`src/rtl/uart_pkg.sv`:
```
// ----------------------------------------------------------------------------
// uart_pkg
// Shared constants and types for the UART baud-rate generation path.
//
// Contents:
//   UART_DIV_W   default width of the integer divisor
//   UART_FRAC_W  default width of the fractional divisor
//   UART_OVS     default number of oversample ticks per bit
//   div_cfg_t    a divisor setting, integer and fractional parts together
// ----------------------------------------------------------------------------
package uart_pkg;

   localparam int UART_DIV_W  = 16;
   localparam int UART_FRAC_W = 4;
   localparam int UART_OVS    = 16;

   // One complete divisor setting. The field names avoid the keyword 'int'.
   typedef struct packed {
      logic [UART_DIV_W-1:0]  int_val;
      logic [UART_FRAC_W-1:0] frac_val;
   } div_cfg_t;

endpackage

```
`src/rtl/baud_frac_acc.sv`:
```
// ----------------------------------------------------------------------------
// baud_frac_acc
// Fractional phase accumulator for the baud generator. Each period boundary
// adds the fractional divisor into acc. The carry out becomes the
// period-extension bit, so the next s_tick period is one cycle longer.
//
// Ports:
//   clk    in   clock
//   rst    in   asynchronous reset, active-low
//   clear  in   synchronous clear of acc and carry (phase restart)
//   step   in   one-cycle strobe at each period boundary
//   frac   in   FRAC_W fractional divisor added on each step
//   carry  out  1 while the current period must be extended by one cycle
// ----------------------------------------------------------------------------
module baud_frac_acc
   import uart_pkg::*;
#(
   parameter int FRAC_W = UART_FRAC_W
) (
   input  logic              clk,
   input  logic              rst,
   input  logic              clear,
   input  logic              step,
   input  logic [FRAC_W-1:0] frac,
   output logic              carry
);

   logic [FRAC_W-1:0] acc;

   // The carry is fully replaced at every step. A long period therefore
   // lasts exactly one period, and the next step re-evaluates it.
   always_ff @(posedge clk or negedge rst) begin
      if (!rst) begin
         acc   <= '0;
         carry <= 1'b0;
      end else if (clear) begin
         acc   <= '0;
         carry <= 1'b0;
      end else if (step) begin
         {carry, acc} <= {1'b0, acc} + {1'b0, frac};
      end
   end

endmodule

```
`src/rtl/baud_tick_gen.sv`:
```
// ----------------------------------------------------------------------------
// baud_tick_gen
// Fractional baud-rate generator for the UART TX and RX paths. It emits a
// one-cycle oversample tick (s_tick) with an average period of
// div_int + div_frac/2^FRAC_W clock cycles. It also emits a bit tick on
// every OVS-th s_tick and a mid-bit tick on s_tick number OVS/2 of each bit.
//
// Ports:
//   clk       in   clock
//   rst       in   asynchronous reset, active-low
//   enable    in   counters advance while high and hold while low
//   restart   in   synchronous phase realign; overrides enable
//   div_int   in   DIV_W integer part of the s_tick period
//   div_frac  in   FRAC_W fractional part of the s_tick period
//   s_tick    out  oversample tick, one-cycle pulse
//   bit_tick  out  coincides with every OVS-th s_tick
//   mid_tick  out  coincides with s_tick number OVS/2 of each bit
//   cfg_err   out  high while the active integer divisor is below 2
// ----------------------------------------------------------------------------
module baud_tick_gen
   import uart_pkg::*;
#(
   parameter int DIV_W  = UART_DIV_W,
   parameter int FRAC_W = UART_FRAC_W,
   parameter int OVS    = UART_OVS
) (
   input  logic              clk,
   input  logic              rst,
   input  logic              enable,
   input  logic              restart,
   input  logic [DIV_W-1:0]  div_int,
   input  logic [FRAC_W-1:0] div_frac,
   output logic              s_tick,
   output logic              bit_tick,
   output logic              mid_tick,
   output logic              cfg_err
);

   localparam int CNT_W = DIV_W + 1;
   localparam int OVS_W = (OVS > 1) ? $clog2(OVS) : 1;

   localparam logic [DIV_W-1:0] DIV_MIN  = DIV_W'(2);
   localparam logic [CNT_W-1:0] CNT_ONE  = CNT_W'(1);
   localparam logic [OVS_W-1:0] OVS_ONE  = OVS_W'(1);
   localparam logic [OVS_W-1:0] OVS_LAST = OVS_W'(OVS - 1);
   localparam logic [OVS_W-1:0] OVS_MID  = OVS_W'(OVS / 2 - 1);

   logic [CNT_W-1:0]  cnt;
   logic [OVS_W-1:0]  ovs_cnt;
   logic [DIV_W-1:0]  act_int;
   logic [FRAC_W-1:0] act_frac;
   logic              load_pending;
   logic              carry;

   logic [DIV_W-1:0]  eff_int;
   logic [CNT_W-1:0]  period;
   logic              at_end;
   logic              run;
   logic              fire;
   logic              reload;

   // The active divisor is clamped to 2, so a bad setting still produces
   // ticks (never back-to-back) instead of locking up. The counter is one
   // bit wider than the divisor so that max divisor plus carry still fits.
   // Reload happens on restart and at each period boundary. It also happens
   // on the first enabled edge after reset, so the first period after reset
   // uses the programmed divisor and not the cleared registers.
   always_comb begin
      eff_int = (act_int < DIV_MIN) ? DIV_MIN : act_int;
      period  = {1'b0, eff_int} + {{DIV_W{1'b0}}, carry};
      at_end  = (cnt == (period - CNT_ONE));
      run     = enable & ~restart;
      fire    = run & at_end;
      reload  = restart | fire | (run & load_pending);
   end

   baud_frac_acc #(
      .FRAC_W (FRAC_W)
   ) u_frac_acc (
      .clk    (clk),
      .rst    (rst),
      .clear  (restart),
      .step   (fire),
      .frac   (act_frac),
      .carry  (carry)
   );

   // Cycle counter and oversample counter. Restart wins over everything.
   // With enable low, both hold, so a resumed period continues its phase.
   always_ff @(posedge clk or negedge rst) begin
      if (!rst) begin
         cnt          <= '0;
         ovs_cnt      <= '0;
         load_pending <= 1'b1;
      end else if (restart) begin
         cnt          <= '0;
         ovs_cnt      <= '0;
         load_pending <= 1'b0;
      end else if (enable) begin
         load_pending <= 1'b0;
         if (at_end) begin
            cnt     <= '0;
            ovs_cnt <= (ovs_cnt == OVS_LAST) ? '0 : (ovs_cnt + OVS_ONE);
         end else begin
            cnt <= cnt + CNT_ONE;
         end
      end
   end

   // Active divisor registers. A write to div_int/div_frac is only sampled
   // at a boundary, so the period in progress is never stretched or cut.
   // cfg_err follows the value being loaded, so it tracks the active setting.
   always_ff @(posedge clk or negedge rst) begin
      if (!rst) begin
         act_int  <= '0;
         act_frac <= '0;
         cfg_err  <= 1'b0;
      end else if (reload) begin
         act_int  <= div_int;
         act_frac <= div_frac;
         cfg_err  <= (div_int < DIV_MIN);
      end
   end

   // Registered tick outputs. bit_tick and mid_tick decode the ovs_cnt value
   // from before the advance, so they coincide with the s_tick that ends the
   // bit or the half-bit. OVS >= 4 keeps the two decodes distinct.
   always_ff @(posedge clk or negedge rst) begin
      if (!rst) begin
         s_tick   <= 1'b0;
         bit_tick <= 1'b0;
         mid_tick <= 1'b0;
      end else begin
         s_tick   <= fire;
         bit_tick <= fire & (ovs_cnt == OVS_LAST);
         mid_tick <= fire & (ovs_cnt == OVS_MID);
      end
   end

endmodule

```
`config.mk`:
```
export PLATFORM = sky130hd
export DESIGN_NAME = baud_tick_gen
export DESIGN_NICKNAME = d
export VERILOG_FILES = /design/src/rtl/uart_pkg.sv /design/src/rtl/baud_frac_acc.sv /design/src/rtl/baud_tick_gen.sv
export SDC_FILE = /design/constraint.sdc
export NUM_CORES = 1
export LEC_CHECK = 0
export BUFFER_PORTS_ARGS = -buffer_cell sky130_fd_sc_hd__buf_2
export CAP_MARGIN = 20
export CORE_UTILIZATION = 60
export DETAILED_ROUTE_END_ITERATION = 16
export PLACE_DENSITY = 0.85
export SYNTH_ARGS = -nofsm -noshare
export SYNTH_HDL_FRONTEND = slang
export SYNTH_HIERARCHICAL = 1
export SYNTH_SLANG_ARGS = --single-unit
```
`constraint.sdc`:
```
create_clock -name clk -period 5.4 [get_ports clk]
set_input_delay 1.08 -clock clk [delete_from_list [all_inputs] [get_ports clk]]
set_output_delay 1.08 -clock clk [all_outputs]
set_load 0.02 [all_outputs]
```
Yosys cells after proc, flatten, opt, wreduce, memory -nomap -nowiden --
Cells that the tools add are included.
Storage, ports and cells: bits in registers 51, input port bits 24, output and inout bits 4, logic and storage cells 47
Operators by class: add/sub/neg operators 5, magnitude comparators 2, equality and inequality tests 3, multiplexer cells 14, bitwise operators 8, reductions and logical operators 4
Operator list (count):
- $mux W17 | 3
- $lt A16 B2 Y1 const B | 2
- $mux W4 | 6
- $add A16 B1 Y17 | 1
- $add A17 B1 Y17 const B | 1
- $eq A17 B17 Y1 | 1
- $sub A17 B1 Y17 const B | 1
- $mux W16 | 1
- $reduce_bool A2 Y1 | 3
- $add A4 B4 Y5 | 1
- $and A1 B1 Y1 | 5
- $add A4 B1 Y4 const B | 1
- $eq A4 B3 Y1 const B | 1
- $eq A4 B4 Y1 const B | 1
- $mux W1 | 4
- $or A1 B1 Y1 | 2
- $reduce_and A2 Y1 | 1
- $not A1 Y1 | 1

Logic depth before layout (Yosys ltp) --
word-level depth 8, mapped depth 20, depth with buffers taken out 16

By module --
Netlist, hierarchy kept.
Modules (own cells, without submodules):
- baud_tick_gen | times used 1, cells an instance 283, area each 2806.4 µm², sequential area each 1152.4 µm²
- baud_frac_acc | times used 1, cells an instance 33, area each 346.6 µm², sequential area each 125.1 µm²

Worst setup path after synthesis --
OpenSTA, ideal clock, no wires.
kind register to register, start reg act_int[5], end reg u_frac_acc.acc[3], setup time 67 ps, arrival time 4498 ps, data required time 5333 ps, path slack 835 ps, stages on the path, launching flop included 21, path buffers 4, clock period less this slack 4565 ps, path through dfrtp_1 -> clkbuf_1 -> or4_1 -> nor3_1 -> nand3_1 -> nand2_1 -> ha_1 -> ha_1 -> or4b_1 -> buf_2 -> o21a_1 -> or3_1 -> a21oi_2 -> o221ai_2 -> buf_6 -> or3_4 -> nor2_1 -> buf_4 -> clkinv_1 -> a2111oi_2 -> a311o_1
On the way: word-level cells in the longest chain between the ends 7
Ends and longest elaborated chain:
- from (decl) | line baud_tick_gen.sv:50 | logic [DIV_W-1:0] act_int;
- from (signal assigned) | line baud_tick_gen.sv:119 | act_int <= div_int;
- $lt A16 B2 Y1 | line baud_tick_gen.sv:69 | eff_int = (act_int < DIV_MIN) ? DIV_MIN : act_int;
- $mux W16 (*) | line baud_tick_gen.sv:69
- $add A16 B1 Y17 (*) | line baud_tick_gen.sv:70 | period = {1'b0, eff_int} + {{DIV_W{1'b0}}, carry};
- $sub A17 B1 Y17 (*) | line baud_tick_gen.sv:71 | at_end = (cnt == (period - CNT_ONE));
- $eq A17 B17 Y1 (*) | line baud_tick_gen.sv:71
- $and A1 B1 Y1 (*) | line baud_tick_gen.sv:73 | fire = run & at_end;
- named net fire | line baud_tick_gen.sv:59 | logic fire;
- $reduce_bool A2 Y1 (no line) (*)
- to (signal assigned) | line baud_frac_acc.sv:40 | {carry, acc} <= {1'b0, acc} + {1'b0, frac};
- to (decl) | line baud_frac_acc.sv:28 | logic [FRAC_W-1:0] acc;
Mark *: on every way through the listed nets, which the timed path passes. The rest lies on a longest branch. A chain may end at the register's enable or synchronous reset.

Final worst setup path --
start reg act_int[6], end reg u_frac_acc.acc[3]
Same word-level chain as after synthesis.

==> summary.md <==
The flow ran to the end, and the final reports show no timing, DRC or antenna violations. IR analysis of the VDD net gives a maximum drop of 0.187 mV. The run gives 0.00128 mm2 as the register area. The tools report the count of final hold-check violations as 0.

After the last flow step, the layout net total stands at 377. After technology mapping, the gate count stands at 316. The width of the die is 74.5 um.

Die extent in y: 74.5 um. The average wire per cell in the routed design is 16.2 um, and the required time of the critical path is 5.66 ns. Counting flops with a built-in enable in the synthesized netlist gives 0. At the pin with the least slew margin, the transition time is 0.679 ns. After detailed placement, the total cell area comes to 0.00334 mm2. Setup repair after global routing left no endpoint under its margin. Total of hold buffers inserted after clock tree synthesis: 0. For the placeable core region, the log shows 0.00507 mm2.

The final hold slack was 0.498 ns; the number of cells on the worst reg-to-reg path was 16. TritonCTS built the clock tree. The tree is rooted in a sky130_fd_sc_hd__clkbuf_8. The growth of design area from synthesis to finish works out to 9.05%. The instance count along the most critical hold path was 1. The analysis attributes to cell leakage a power of 1.40 nW.

For flop-to-flop paths, the worst setup slack is 0.50 ns. Total power for the finished layout comes to 765 uW. The number of max-capacitance violations reported was 0; the HPWL after detailed placement was 5090 um. The detail route stage leaves a number of antenna-violating nets equal to 0. STA puts the critical path data arrival time at 5.15 ns. The clock latency of the later-clocked register in the worst-skew pair was 0.31 ns; the effective utilization at floorplan was 62.1%. The tools report the number of primary I/O pins as 28.

In this run the mean area of a mapped cell was 9.98 um2. In this run the number of H-tree levels came out at 2. Summed over all layers, the global routing overflow is 0.

The floorplan step defined a die boundary enclosing 0.00555 mm2. The run gives 2 as the largest buffer count on any clock path. The minimum period implied by the final worst setup slack came out at 4.90 ns.

The initial antenna violation count was 0; the setup-violating endpoint count in the final report was 0. Power density normalized to cell area: 222 mW/mm2. After clock tree synthesis, the setup repair step added 0 buffers. Among all cell types in the netlist, the one instantiated most often is sky130_fd_sc_hd__dfrtp_1.

The number of nets handed over by synthesis was 349. The tools report the number of placement rows as 26. Flip-flop and latch count after synthesis: 51. The routed wire length was 6740 um; the count of unique library cells instantiated by Yosys was 54. Share of synthesized flip-flops with an asynchronous set or reset: 100%. The sink count of the clock tree was 51. Counting the fill cells in the layout gives 412.

The relative slew slack is 54.3%, and the weighted congestion reported at the end of routability-driven placement is 0.935. Dominant synthesized flop cell: sky130_fd_sc_hd__dfrtp_1. After detailed routing, the number of vias per cell comes to 6.12. The first-pass GRT wire length came out at 11500 um. The combined area of all synthesized cells is 0.00315 mm2.

In this run the critical register-to-register path is captured at u_frac_acc/acc[3]. Summing all non-filler instances in the final layout gives an area of 0.00344 mm2. Launching element type of the critical path: a flip-flop. The detailed router finished its first iteration with 176 violations. Static timing analysis puts the maximum clock frequency at 0.204 GHz. Clock edge transition at the registers on the reported setup and hold paths: 0.10 ns.

Counting instances in the post-synthesis netlist gives the leading cell types as sky130_fd_sc_hd__dfrtp_1 (50), sky130_fd_sc_hd__nor2_1 (31), sky130_fd_sc_hd__mux2_1 (21), sky130_fd_sc_hd__nand2_1 (20), sky130_fd_sc_hd__xnor2_1 (18). In this run, CTS created clock tree buffers numbering 5. Cell taking the most area after synthesis: sky130_fd_sc_hd__dfrtp_1. Detailed routing inserted a total of 2540 vias. The worst hold path belongs to the class reg -> reg. Worst hold path startpoint: cfg_err. The tools report the endpoint of the worst hold path as cfg_err. The iteration count of the initial detailed-routing pass was 4. The tools report the startpoint of the worst register-to-register path as act_int[6].

The number of warnings reported in the yosys synthesis log is 6, and the ratio of final minimum period to clock period is 90.7%. The clock arrives with 0.0138 ns of skew. After clock tree synthesis, the repair step resized 0 gates.

The number of input and output port buffers inserted was 27. The area share of the largest cell type after synthesis came out at 39.7%. The share of synthesized area occupied by flip-flops and latches is 40.5%.

The worst setup path is captured at a flip-flop. Entering global routing, the biggest net connects 52 pins. Global routing used 27.3% of the available tracks across all layers.

In this run the worst path has a maximum fanout of 7. The logs give 0 for the final routed DRC violation total and 0 for the number of slew-limit violations in the final report. The number of antenna diodes in the final layout is 0. In the final timing run, aggregate negative setup slack is 0 ns. The via count of the first global-routing pass was 2375. The worst setup path is of the reg -> reg kind. The total area of multi-input combinational cells was 0.00174 mm2. By area the synthesized netlist is led by sky130_fd_sc_hd__dfrtp_1 (40%), sky130_fd_sc_hd__mux2_1 (7.5%), sky130_fd_sc_hd__xnor2_1 (5.0%), sky130_fd_sc_hd__xor2_1 (3.9%), sky130_fd_sc_hd__nor2_1 (3.7%). The post-route netlist has 16.8% of its cells at a drive strength greater than 1.
placed cells by master (no fill, tap or decap), types with 2 or more instances in the layout:
master	Yosys	routed
sky130_fd_sc_hd__o21a_1	7	7
sky130_fd_sc_hd__and3_1	7	7
sky130_fd_sc_hd__clkinv_1	2	2
sky130_fd_sc_hd__nor4b_1	2	2
sky130_fd_sc_hd__xor2_1	14	14
sky130_fd_sc_hd__buf_2	2	27
sky130_fd_sc_hd__nand3_1	8	8
sky130_fd_sc_hd__o21ai_0	7	7
sky130_fd_sc_hd__a31oi_1	5	5
sky130_fd_sc_hd__nor4_1	9	9
sky130_fd_sc_hd__a21oi_1	9	9
sky130_fd_sc_hd__o31ai_4	2	2
sky130_fd_sc_hd__xnor2_1	18	18
sky130_fd_sc_hd__nand4b_1	2	2
sky130_fd_sc_hd__nor4_2	3	3
sky130_fd_sc_hd__a21oi_2	2	2
sky130_fd_sc_hd__ha_1	8	8
sky130_fd_sc_hd__nand2_1	20	20
sky130_fd_sc_hd__nor3b_1	4	4
sky130_fd_sc_hd__a211oi_1	3	3
sky130_fd_sc_hd__buf_4	1	7
sky130_fd_sc_hd__mux2i_1	4	4
sky130_fd_sc_hd__inv_6	0	2
sky130_fd_sc_hd__o31a_1	3	3
sky130_fd_sc_hd__or4_1	3	3
sky130_fd_sc_hd__dfrtp_1	50	50
sky130_fd_sc_hd__or2_2	2	2
sky130_fd_sc_hd__nor2_1	31	31
sky130_fd_sc_hd__clkbuf_8	0	5
sky130_fd_sc_hd__or3_1	2	2
sky130_fd_sc_hd__mux2_1	21	21
sky130_fd_sc_hd__nand2b_1	2	2
sky130_fd_sc_hd__and2_1	2	2
sky130_fd_sc_hd__nor2b_1	3	3
sky130_fd_sc_hd__nor3_1	9	9
sky130_fd_sc_hd__nand4_1	10	10
sky130_fd_sc_hd__inv_1	12	12
layout make-up:
cell class	count	share of cell area [%]
inverter	14	1.53
multi-input combinational	238	50.5
clock inverter	3	0.764
tap	70	2.55
sequential	51	37.2
clock buffer	5	2.00
timing repair buffer	34	5.46
sequential cells by signal, summed over array words and instances (netlist names):
name	flops
act_frac	4
act_int	16
bit_tick	1
cfg_err	1
s_tick	1
mid_tick	1
ovs_cnt	4
cnt	17
u_frac_acc/acc	4
u_frac_acc/carry	1
load_pending	1
stage by stage:
step | std cells | util, % | worst slack (ns)
CTS | 415 | 67.8 | 0.532
finish | 415 | 67.8 | 0.502
detailed placement | 407 | 65.9 | 0.581
floorplan | 316 | - | 0.835
global route | 415 | 67.8 | 0.223
global placement | 407 | 65.9 | 0.708
worst max-delay path: stages (launching register included):
cell                        delay (ns)
sky130_fd_sc_hd__dfrtp_1          0.47
sky130_fd_sc_hd__or4_1            0.59
sky130_fd_sc_hd__nor3_1           0.32
sky130_fd_sc_hd__nand3_1          0.12
sky130_fd_sc_hd__nand2_1          0.12
sky130_fd_sc_hd__ha_1             0.19
sky130_fd_sc_hd__ha_1             0.22
sky130_fd_sc_hd__or4b_1           0.57
sky130_fd_sc_hd__o21a_1           0.23
sky130_fd_sc_hd__or3_1            0.36
sky130_fd_sc_hd__a21oi_2          0.19
sky130_fd_sc_hd__o221ai_2         0.13
sky130_fd_sc_hd__or3_4            0.43
sky130_fd_sc_hd__nor2_1           0.28
sky130_fd_sc_hd__clkinv_1         0.17
sky130_fd_sc_hd__a2111oi_2        0.31
sky130_fd_sc_hd__a311o_1          0.16
power breakdown:
group	total, mW	switching, mW	internal, mW	leakage, nW
combinational	0.112	0.0627	0.0488	0.688
sequential	0.424	0.0265	0.398	0.662
clock	0.229	0.134	0.0955	0.0491
routing by layer:
| metal | routed length (um) | vias to the layer above | global-route usage [%] |
|---|---|---|---|
| li1 | - | 1203 | - |
| met1 | 2960 | 1209 | 37.7 |
| met2 | 3220 | 103 | 43.6 |
| met3 | 383 | 25 | 4.88 |
| met4 | 169 | 0 | 9.22 |
| met5 | 0 | - | 0 |
how the worst max path moves through the flow:
stage / start / endpoint / slack [ns] / cells after the start
2_1_floorplan: act_int[5] / u_frac_acc/acc[3] / 0.84 / 20
3_3_place_gp: act_int[7] / u_frac_acc/acc[3] / 0.71 / 16
3_5_place_dp: act_int[8] / u_frac_acc/acc[3] / 0.58 / 16
4_1_cts: act_int[7] / u_frac_acc/acc[3] / 0.53 / 16
5_1_grt: act_int[7] / u_frac_acc/acc[3] / 0.22 / 16
6_report: act_int[6] / u_frac_acc/acc[3] / 0.50 / 16
kinds of logic (layout without fill, tap and decap cells):
| group | count (synthesis) | in the layout | share of synthesized area, % |
|---|---|---|---|
| muxes | 26 | 26 | 9.13 |
| AOI/OAI and AO/OA | 47 | 47 | 11.5 |
| and+or+nand+nor | 124 | 124 | 21.7 |
| xor gates and xnor gates | 32 | 32 | 8.89 |
| adders and majority gates | 9 | 9 | 3.81 |
| buffers and inverters | 27 | 56 | 4.37 |
| DFF | 51 | 51 | 40.5 |
No activity file was read; power rests on OpenSTA's default activity.
